$ cat config.mk
export PLATFORM = sky130hd
export DESIGN_NAME = div8bit_seq
export DESIGN_NICKNAME = d
export VERILOG_FILES = /design/src/rtl/mips_pkg.sv /design/src/rtl/div8bit_seq_sub9bit.sv /design/src/rtl/div8bit_seq.sv
export SDC_FILE = /design/constraint.sdc
export NUM_CORES = 1
export LEC_CHECK = 0
export ABC_AREA = 1
export CORE_MARGIN = 2
export CORE_UTILIZATION = 45
export DETAILED_ROUTE_END_ITERATION = 6
export PLACE_DENSITY = 0.77
export SETUP_SLACK_MARGIN = 0.4
export SLEW_MARGIN = 20
export SYNTH_ARGS = -nofsm -noshare
export SYNTH_HDL_FRONTEND = slang
export SYNTH_SLANG_ARGS = --single-unit
$ cat constraint.sdc
create_clock -name clk -period 7.5 [get_ports clk]
set_input_delay 0.75 -clock clk [delete_from_list [all_inputs] [get_ports clk]]
set_output_delay 0.75 -clock clk [all_outputs]
set_load 0.005 [all_outputs]
$ cat src/rtl/mips_pkg.sv
// Shared definitions for the MIPS datapath arithmetic blocks.
// This package holds the divider FSM state encoding and the result constants.
package mips_pkg;

   typedef enum logic [1:0] {
      IDLE = 2'd0,
      RUN  = 2'd1,
      DONE = 2'd2
   } div_state_e;

   localparam int unsigned DIV_WIDTH = 8;

   // Quotient reported when the divisor is zero.
   localparam logic [DIV_WIDTH-1:0] DIV0_QUOTIENT = '1;

endpackage

$ cat src/rtl/div8bit_seq_sub9bit.sv
// Ripple-carry trial subtractor for the restoring divider.
// It computes a - b as a + ~b + 1. borrowOut is the inverted carry out of the top bit.
module SUB9bit #(
   parameter int unsigned N = 9
) (
   input  logic [N-1:0] a,
   input  logic [N-1:0] b,
   output logic [N-1:0] diff,
   output logic         borrowOut
);

   always_comb begin
      logic carry;
      logic nb;
      diff  = '0;
      carry = 1'b1;
      nb    = 1'b0;
      for (int unsigned i = 0; i < N; i++) begin
         nb      = ~b[i];
         diff[i] = a[i] ^ nb ^ carry;
         carry   = (a[i] & nb) | (carry & (a[i] ^ nb));
      end
      borrowOut = ~carry;
   end

endmodule

$ cat src/rtl/div8bit_seq.sv
// Multi-cycle unsigned restoring divider. It produces one quotient bit per clock.
// Results are returned through a start/busy/done handshake.
module div8bit_seq
   import mips_pkg::*;
#(
   parameter int unsigned WIDTH = DIV_WIDTH
) (
   input  logic             clk,
   input  logic             rst_n,
   input  logic             start,
   input  logic [WIDTH-1:0] dividend,
   input  logic [WIDTH-1:0] divisor,
   output logic             busy,
   output logic             done,
   output logic [WIDTH-1:0] quotient,
   output logic [WIDTH-1:0] remainder,
   output logic             divByZero
);

   localparam int unsigned      PW        = WIDTH + 1;
   localparam int unsigned      CW        = (WIDTH > 1) ? $clog2(WIDTH) : 1;
   localparam logic [CW-1:0]    LAST_ITER = CW'(WIDTH - 1);
   localparam logic [WIDTH-1:0] QUOT_DIV0 = {WIDTH{DIV0_QUOTIENT[0]}};

   div_state_e       state_q, state_d;
   logic [PW-1:0]    p_q, p_d;
   logic [WIDTH-1:0] q_q, q_d;
   logic [CW-1:0]    cnt_q, cnt_d;
   logic [WIDTH-1:0] dvsr_q, dvsr_d;
   logic [WIDTH-1:0] quot_q, quot_d;
   logic [WIDTH-1:0] rem_q, rem_d;
   logic             dbz_q, dbz_d;

   logic [PW-1:0]    p_shift;
   logic [PW-1:0]    trial_diff;
   logic             trial_borrow;

   // Shift P left and bring in the next dividend bit. The top bit of P is
   // always zero after a restore or a successful subtract, so it drops out.
   assign p_shift = PW'({p_q, q_q[WIDTH-1]});

   SUB9bit #(
      .N(PW)
   ) u_sub (
      .a        (p_shift),
      .b        ({1'b0, dvsr_q}),
      .diff     (trial_diff),
      .borrowOut(trial_borrow)
   );

   always_ff @(posedge clk or negedge rst_n) begin
      if (!rst_n) begin
         state_q <= IDLE;
         p_q     <= '0;
         q_q     <= '0;
         cnt_q   <= '0;
         dvsr_q  <= '0;
         quot_q  <= '0;
         rem_q   <= '0;
         dbz_q   <= 1'b0;
      end else begin
         state_q <= state_d;
         p_q     <= p_d;
         q_q     <= q_d;
         cnt_q   <= cnt_d;
         dvsr_q  <= dvsr_d;
         quot_q  <= quot_d;
         rem_q   <= rem_d;
         dbz_q   <= dbz_d;
      end
   end

   always_comb begin
      state_d = state_q;
      p_d     = p_q;
      q_d     = q_q;
      cnt_d   = cnt_q;
      dvsr_d  = dvsr_q;
      quot_d  = quot_q;
      rem_d   = rem_q;
      dbz_d   = dbz_q;

      unique case (state_q)
         IDLE: begin
            if (start) begin
               dvsr_d = divisor;
               p_d    = '0;
               q_d    = dividend;
               cnt_d  = '0;
               dbz_d  = 1'b0;
               if (divisor == '0) begin
                  state_d = DONE;
                  quot_d  = QUOT_DIV0;
                  rem_d   = dividend;
                  dbz_d   = 1'b1;
               end else begin
                  state_d = RUN;
               end
            end
         end

         RUN: begin
            p_d   = trial_borrow ? p_shift : trial_diff;
            q_d   = {q_q[WIDTH-2:0], ~trial_borrow};
            cnt_d = cnt_q + CW'(1);
            // The result registers load on the final iteration, so they are
            // already valid in the cycle where done is high.
            if (cnt_q == LAST_ITER) begin
               state_d = DONE;
               quot_d  = q_d;
               rem_d   = p_d[WIDTH-1:0];
            end
         end

         DONE: begin
            state_d = IDLE;
         end

         default: begin
            state_d = IDLE;
         end
      endcase
   end

   assign busy      = (state_q == RUN);
   assign done      = (state_q == DONE);
   assign quotient  = quot_q;
   assign remainder = rem_q;
   assign divByZero = dbz_q;

endmodule

# [Word-level counts from Yosys, hierarchy flattened]
# Cells that the tools add are included.
[totals] word_cells=92 register_bits=46 inputBits=19 output_inout_bits=19
[classes] bitwise_logic=50 n_reduce_logical=7 add_sub_neg=1 eq_ne=6 muxes=20
[ops] op="8-bit 2-to-1 mux" n=9
[ops] op="8-bit one-hot mux with 2 select lines" n=4
[ops] op="1-bit AND" n=16
[ops] op="1-bit bitwise XOR" n=15
[ops] op="1-bit inverter" n=10
[ops] op="1-bit OR" n=9
[ops] op="8-bit logical NOT" n=1
[ops] op="2-bit 2-to-1 mux" n=3
[ops] op="3-bit one-hot mux with 2 select lines" n=1
[ops] op="2-bit AND reduction" n=3
[ops] op="2-bit inequality test, second input constant" n=2
[ops] op="2-bit one-hot mux with 2 select lines" n=1
[ops] op="4-bit AND reduction" n=1
[ops] op="3-bit by 1-bit adder with 3-bit output, second input constant" n=1
[ops] op="3-bit == test, second input constant" n=1
[ops] op="3-bit 2-to-1 mux" n=1
[ops] op="2-bit by 1-bit == test with 1-bit output, second input constant" n=1
[ops] op="2-bit == test, second input constant" n=1
[ops] op="2-bit logical NOT" n=1
[ops] op="2-bit by 1-bit inequality test with 1-bit output, second input constant" n=1
[ops] op="2-bit nonzero test" n=1
[ops] op="1-bit 2-to-1 mux" n=1

# [Logic depth before layout (Yosys ltp)]
[depth] depth_word=22 ltp_mapped=15 ltp_nobuf=15

# [Cells and area by module]
# A second synthesis with hierarchy kept.
[unflattened] cells_unflattened=274 hier_area_um2=2382.3
[by_module_without_submodules] module="div8bit_seq" instances=1 seq_area_each_um2=1151.1 area_each_um2=2142.1 cells_per_inst=247
[by_module_without_submodules] module="SUB9bit" instances=1 seq_area_each_um2=0.0 area_each_um2=240.2 cells_per_inst=27

# [Worst setup path before layout]
# OpenSTA, ideal clock, no wires.
[synth_path] path_kind="flip-flop to flip-flop" startpoint="register q_q[7]" endpoint="register rem_q[0] (netlist: remainder[0])" path_slack_ps=3717 path_stages_with_launch=15 period_less_slack_ps=3783 required_ps=7434 arrival_ps=3717 path_buffers=0 setup_ps=66 path_cell_list="dfrtp_1 > inv_1 > ha_1 > fa_1 > fa_1 > fa_1 > fa_1 > fa_1 > fa_1 > fa_1 > nand2_1 > nand3_1 > nand3_1 > nand3_1 > nand2_1"
[synth_between] elab_chain_len=21 word_cells_on_any_way=23 classes_between="mux (3); bitwise (20)"
[synth_rtl] item="from (decl)" line_no="div8bit_seq.sv:27" rtl="logic [WIDTH-1:0] q_q, q_d;"
[synth_rtl] item="from (signal assigned)" line_no="div8bit_seq.sv:64" rtl="q_q <= q_d;"
[synth_rtl] item="1-bit AND / 1-bit bitwise XOR (equally long branches)" line_no="div8bit_seq_sub9bit.sv:21, div8bit_seq_sub9bit.sv:20"
[synth_rtl] item="1-bit OR" line_no="div8bit_seq_sub9bit.sv:21" rtl="carry = (a[i] & nb) | (carry & (a[i] ^ nb));"
[synth_rtl] item="1-bit AND" line_no="div8bit_seq_sub9bit.sv:21"
[synth_rtl] item="1-bit OR" line_no="div8bit_seq_sub9bit.sv:21"
[synth_rtl] item="1-bit AND" line_no="div8bit_seq_sub9bit.sv:21"
[synth_rtl] item="1-bit OR" line_no="div8bit_seq_sub9bit.sv:21"
[synth_rtl] item="1-bit AND" line_no="div8bit_seq_sub9bit.sv:21"
[synth_rtl] item="1-bit OR" line_no="div8bit_seq_sub9bit.sv:21"
[synth_rtl] item="(+5 left out)"
[synth_rtl] item="1-bit OR" line_no="div8bit_seq_sub9bit.sv:21"
[synth_rtl] item="1-bit AND" line_no="div8bit_seq_sub9bit.sv:21"
[synth_rtl] item="1-bit OR" line_no="div8bit_seq_sub9bit.sv:21"
[synth_rtl] item="1-bit AND" line_no="div8bit_seq_sub9bit.sv:21"
[synth_rtl] item="1-bit OR" line_no="div8bit_seq_sub9bit.sv:21"
[synth_rtl] item="8-bit 2-to-1 mux *" line_no="div8bit_seq.sv:103" rtl="p_d = trial_borrow ? p_shift : trial_diff;"
[synth_rtl] item="8-bit 2-to-1 mux *" line_no="div8bit_seq.sv:108" rtl="if (cnt_q == LAST_ITER) begin"
[synth_rtl] item="8-bit one-hot mux with 2 select lines *" line_no="div8bit_seq.sv:83" rtl="unique case (state_q)"
[synth_rtl] item="to (signal assigned)" line_no="div8bit_seq.sv:68" rtl="rem_q <= rem_d;"
[synth_rtl] item="to (decl)" line_no="div8bit_seq.sv:31" rtl="logic [WIDTH-1:0] rem_q, rem_d;"
# Mark *: on every way between the ends. The rest lies on a longest branch, timed or not. The select of a mux whose other input is x is not followed.
# A chain may end at the register's enable or synchronous reset.

# [Worst setup path in the final report]
[layout_path] startpoint="register q_q[7]" endpoint="register rem_q[1] (netlist: remainder[1])"
[layout_between] elab_chain_len=21 word_cells_on_any_way=23 classes_between="mux (3); bitwise (20)"
[layout_rtl] item="1-bit AND / 1-bit bitwise XOR (equally long branches)" line_no="div8bit_seq_sub9bit.sv:21"
[layout_rtl] item="1-bit OR *" line_no="div8bit_seq_sub9bit.sv:21"
[layout_rtl] item="1-bit AND" line_no="div8bit_seq_sub9bit.sv:21"
[layout_rtl] item="1-bit OR" line_no="div8bit_seq_sub9bit.sv:21"
[layout_rtl] item="1-bit AND" line_no="div8bit_seq_sub9bit.sv:21"
[layout_rtl] item="1-bit OR" line_no="div8bit_seq_sub9bit.sv:21"
[layout_rtl] item="1-bit AND" line_no="div8bit_seq_sub9bit.sv:21"
[layout_rtl] item="1-bit OR" line_no="div8bit_seq_sub9bit.sv:21"
[layout_rtl] item="(+5 left out)"
[layout_rtl] item="1-bit OR" line_no="div8bit_seq_sub9bit.sv:21"
[layout_rtl] item="1-bit AND" line_no="div8bit_seq_sub9bit.sv:21"
[layout_rtl] item="1-bit OR" line_no="div8bit_seq_sub9bit.sv:21"
[layout_rtl] item="1-bit AND" line_no="div8bit_seq_sub9bit.sv:21"
[layout_rtl] item="1-bit OR" line_no="div8bit_seq_sub9bit.sv:21"
[layout_rtl] item="8-bit 2-to-1 mux *" line_no="div8bit_seq.sv:103"
[layout_rtl] item="8-bit 2-to-1 mux *" line_no="div8bit_seq.sv:108"
[layout_rtl] item="8-bit one-hot mux with 2 select lines *" line_no="div8bit_seq.sv:83"
# Marked as above.

==> impl_metrics.yaml <==
global_route:
  grt_use_total: 0.1933
  antenna_found_initial: 0
  grt_pass1_wl_um: 8155
  grt-ovfl-total: 0
  grt_max_degree: 47
  grt_pass1_vias: 1750
critical_path:
  cp_data_required_time_ns: 7.75
  crit_path_start_kind: "flip-flop"
  crit_type: "reg -> reg"
  cp_max_fo: 8
  worstSetupEndpointType: "flip-flop"
  reg2reg_from: "q_q[7]$_DFFE_PN0P_"
  cp.arrival_ns: 4.39
  crit_start: "q_q[7]$_DFFE_PN0P_"
timing:
  setup_viol: 0
  fin_worst_skew_ns: 0.008076
  min_period_ns: 4.148
  max_slew_margin: 0.4664
  fmax_mhz: 241.1
  hold_viol_final: 0
  fin_setup_tns_ns: 0
  setup_ws_ns: 3.352
  worst_slew_pin_slew_ns: 0.8003
  rsz0062_at_grt: "false"
  min_period_over_period: 0.5531
  drv_slew: 0
power:
  powerDensity_nw_per_um2: 469.6
  total_power_mw: 1.320
  ir_drop_mv: 0.2002
  leakage_nw: 1.349
cts:
  post_cts_buffers: 0
  cts_sinks: 46
  cts_made_buffers: 5
  cts_tree: "yes"
  cts_hold_buf: 0
  root_buffer: "clkbuf_8"
  clk_path_buf_depth: 2
  clk_latency_ns: 0.31
  clk_pin_slew_worst_paths_ns: 0.09
  cts.repair.resized: 0
  htree_num_levels: 2
floorplan:
  start_util: 0.4745
  die_h_um: 75.28
  pin_count: 38
  rows: 25
  core_area_um2: 4817
  die_x_um: 75.28
  die_area_um2: 5666
detailed_routing:
  drc: 0
  via_count: 1812
  routed_wl_um: 4801
  drtIter0Drc: 170
  wire_per_inst_um: 13.72
  ant_nets: 0
  viasPerCell: 5.177
  drt_pre_antenna_iters: 4
final_layout:
  final_util: 0.5836
  diodes: 0
  layout_commonest_cell: "nand2_1"
  mostFrequentLayoutCells: "nand2_1, dfrtp_1, nand3_1"
  fin_nets: 311
  n_fill_cell: 437
  area_delta_synth_final_pct: 22.99
  drive_gt1_frac: 0.08481
  multi_input_area_um2: 958.4
  regArea_um2: 1151
  final_area_um2: 2811
yosys:
  synth-edff-count: 0
  netlist_instances: 248
  ys_async_sr_fraction: 1.000
  yosysWarnings: 0
  synthesis.nets: 277
  synth-seq-cells: 46
  synthDistinctLibCells: 23
  synth_top_flop_cell: "dfrtp_1"
  yosysSeqAreaShare: 0.5036
  postSynthAreaPerCell_um2: 9.218
  synthesis.area_um2: 2286
flow_run:
  cap_violations: 0
place:
  dp_hpwl_um: 3244
  io_buffer_count: 37
  placed_area_um2: 2666
  place_congestion: 0.8639
  dpl_worst_slack_ns: 3.387
run_status:
  status: "finished, final reports clean"
min_path:
  hold_path_class: "in -> async"
==> cell usage after synthesis (2+ instances only) <==
cell       n  area [um2]
inv_2      2       7.510
inv_1     28       105.1
nand2_4    2       22.52
mux2_2     8       90.09
o21ai_0   17       85.08
fa_1       7       140.1
nand3_1   41       205.2
a22o_1     2       17.52
ha_1       3       37.54
dfrtp_1   46        1151
nand2_1   61       229.0
buf_6      2       22.52
o211ai_1   8       60.06
buf_4      3       22.52
nor2_1     7       26.28
buf_2      4       20.02
==> layer usage <==
metal / share of wire / wire length [um] / global-route usage / up-vias
met5: 0 / 0 / 0 / -
met4: 0.018 / 88 / 0.07212 / 0
met3: 0.050 / 238 / 0.04552 / 9
met2: 0.48 / 2302 / 0.2924 / 61
met1: 0.45 / 2172 / 0.2733 / 864
li1: - / - / - / 878
==> state kept, by name, indices dropped and copies added, names as in the netlist <==
name	count
p_q	8
q_q	8
quotient	8
cnt_q	3
state_q	2
remainder	8
divByZero	1
dvsr_q	8
==> logic make-up (layout without fill, tap and decap cells) <==
group	Yosys count	after routing	synth area share
compound gates	31	31	0.08320
fa+ha+maj	10	10	0.07772
buf+inv	40	75	0.07936
flops	46	46	0.5036
mux	8	8	0.03941
simple gates	113	113	0.2168
==> report_power, final <==
group,total [mW],switching (mW),internal (mW)
Clock,0.221,0.0872,0.133
Sequential,0.428,0.0622,0.366
Combinational,0.672,0.389,0.282
Total,1.32,0.539,0.782
==> path summary, 6_finish.rpt <==
check / endpoint / cells past startpoint / slack [ns]
min in group clk: quotient[5]$_DFFE_PN0P_ / 2 / 0.47
min reg2reg: quotient[5]$_DFFE_PN0P_ / 2 / 0.47
max reg2reg: remainder[1]$_DFFE_PN0P_ / 14 / 3.35
min: dvsr_q[6]$_DFFE_PN0P_ / 1 / 0.44
max: remainder[1]$_DFFE_PN0P_ / 14 / 3.35
max in group asynchronous: remainder[5]$_DFFE_PN0P_ / 1 / 6.67
==> worst max-delay path, stage by stage, from the launching register on <==
cell and delay [ns]:
dfrtp_1 0.35, inv_1 0.05, ha_1 0.20, fa_1 0.39, fa_1 0.39, fa_1 0.38, fa_1 0.39, fa_1 0.39
fa_1 0.40, fa_1 0.40, nand2_1 0.24, nand3_1 0.16, nand3_1 0.17, nand3_1 0.08, nand2_1 0.10
==> through the flow <==
stage                     std cells  hold slack [ns]
after floorplan                 248           0.4544
final                           350           0.4416
after global routing            350           0.4761
after CTS                       350           0.4802
after global placement          342           0.4519
after detailed placement        342           0.4582
==> layout make-up <==
cell class / count / area share
Sequential cell: 46 / 0.4094
Multi-Input combinational cell: 162 / 0.3409
Timing Repair Buffer: 37 / 0.1308
Inverter: 30 / 0.04005
Tap cell: 67 / 0.02982
Clock buffer: 5 / 0.02448
Clock inverter: 3 / 0.02448
(Power assumes the default switching activity.)
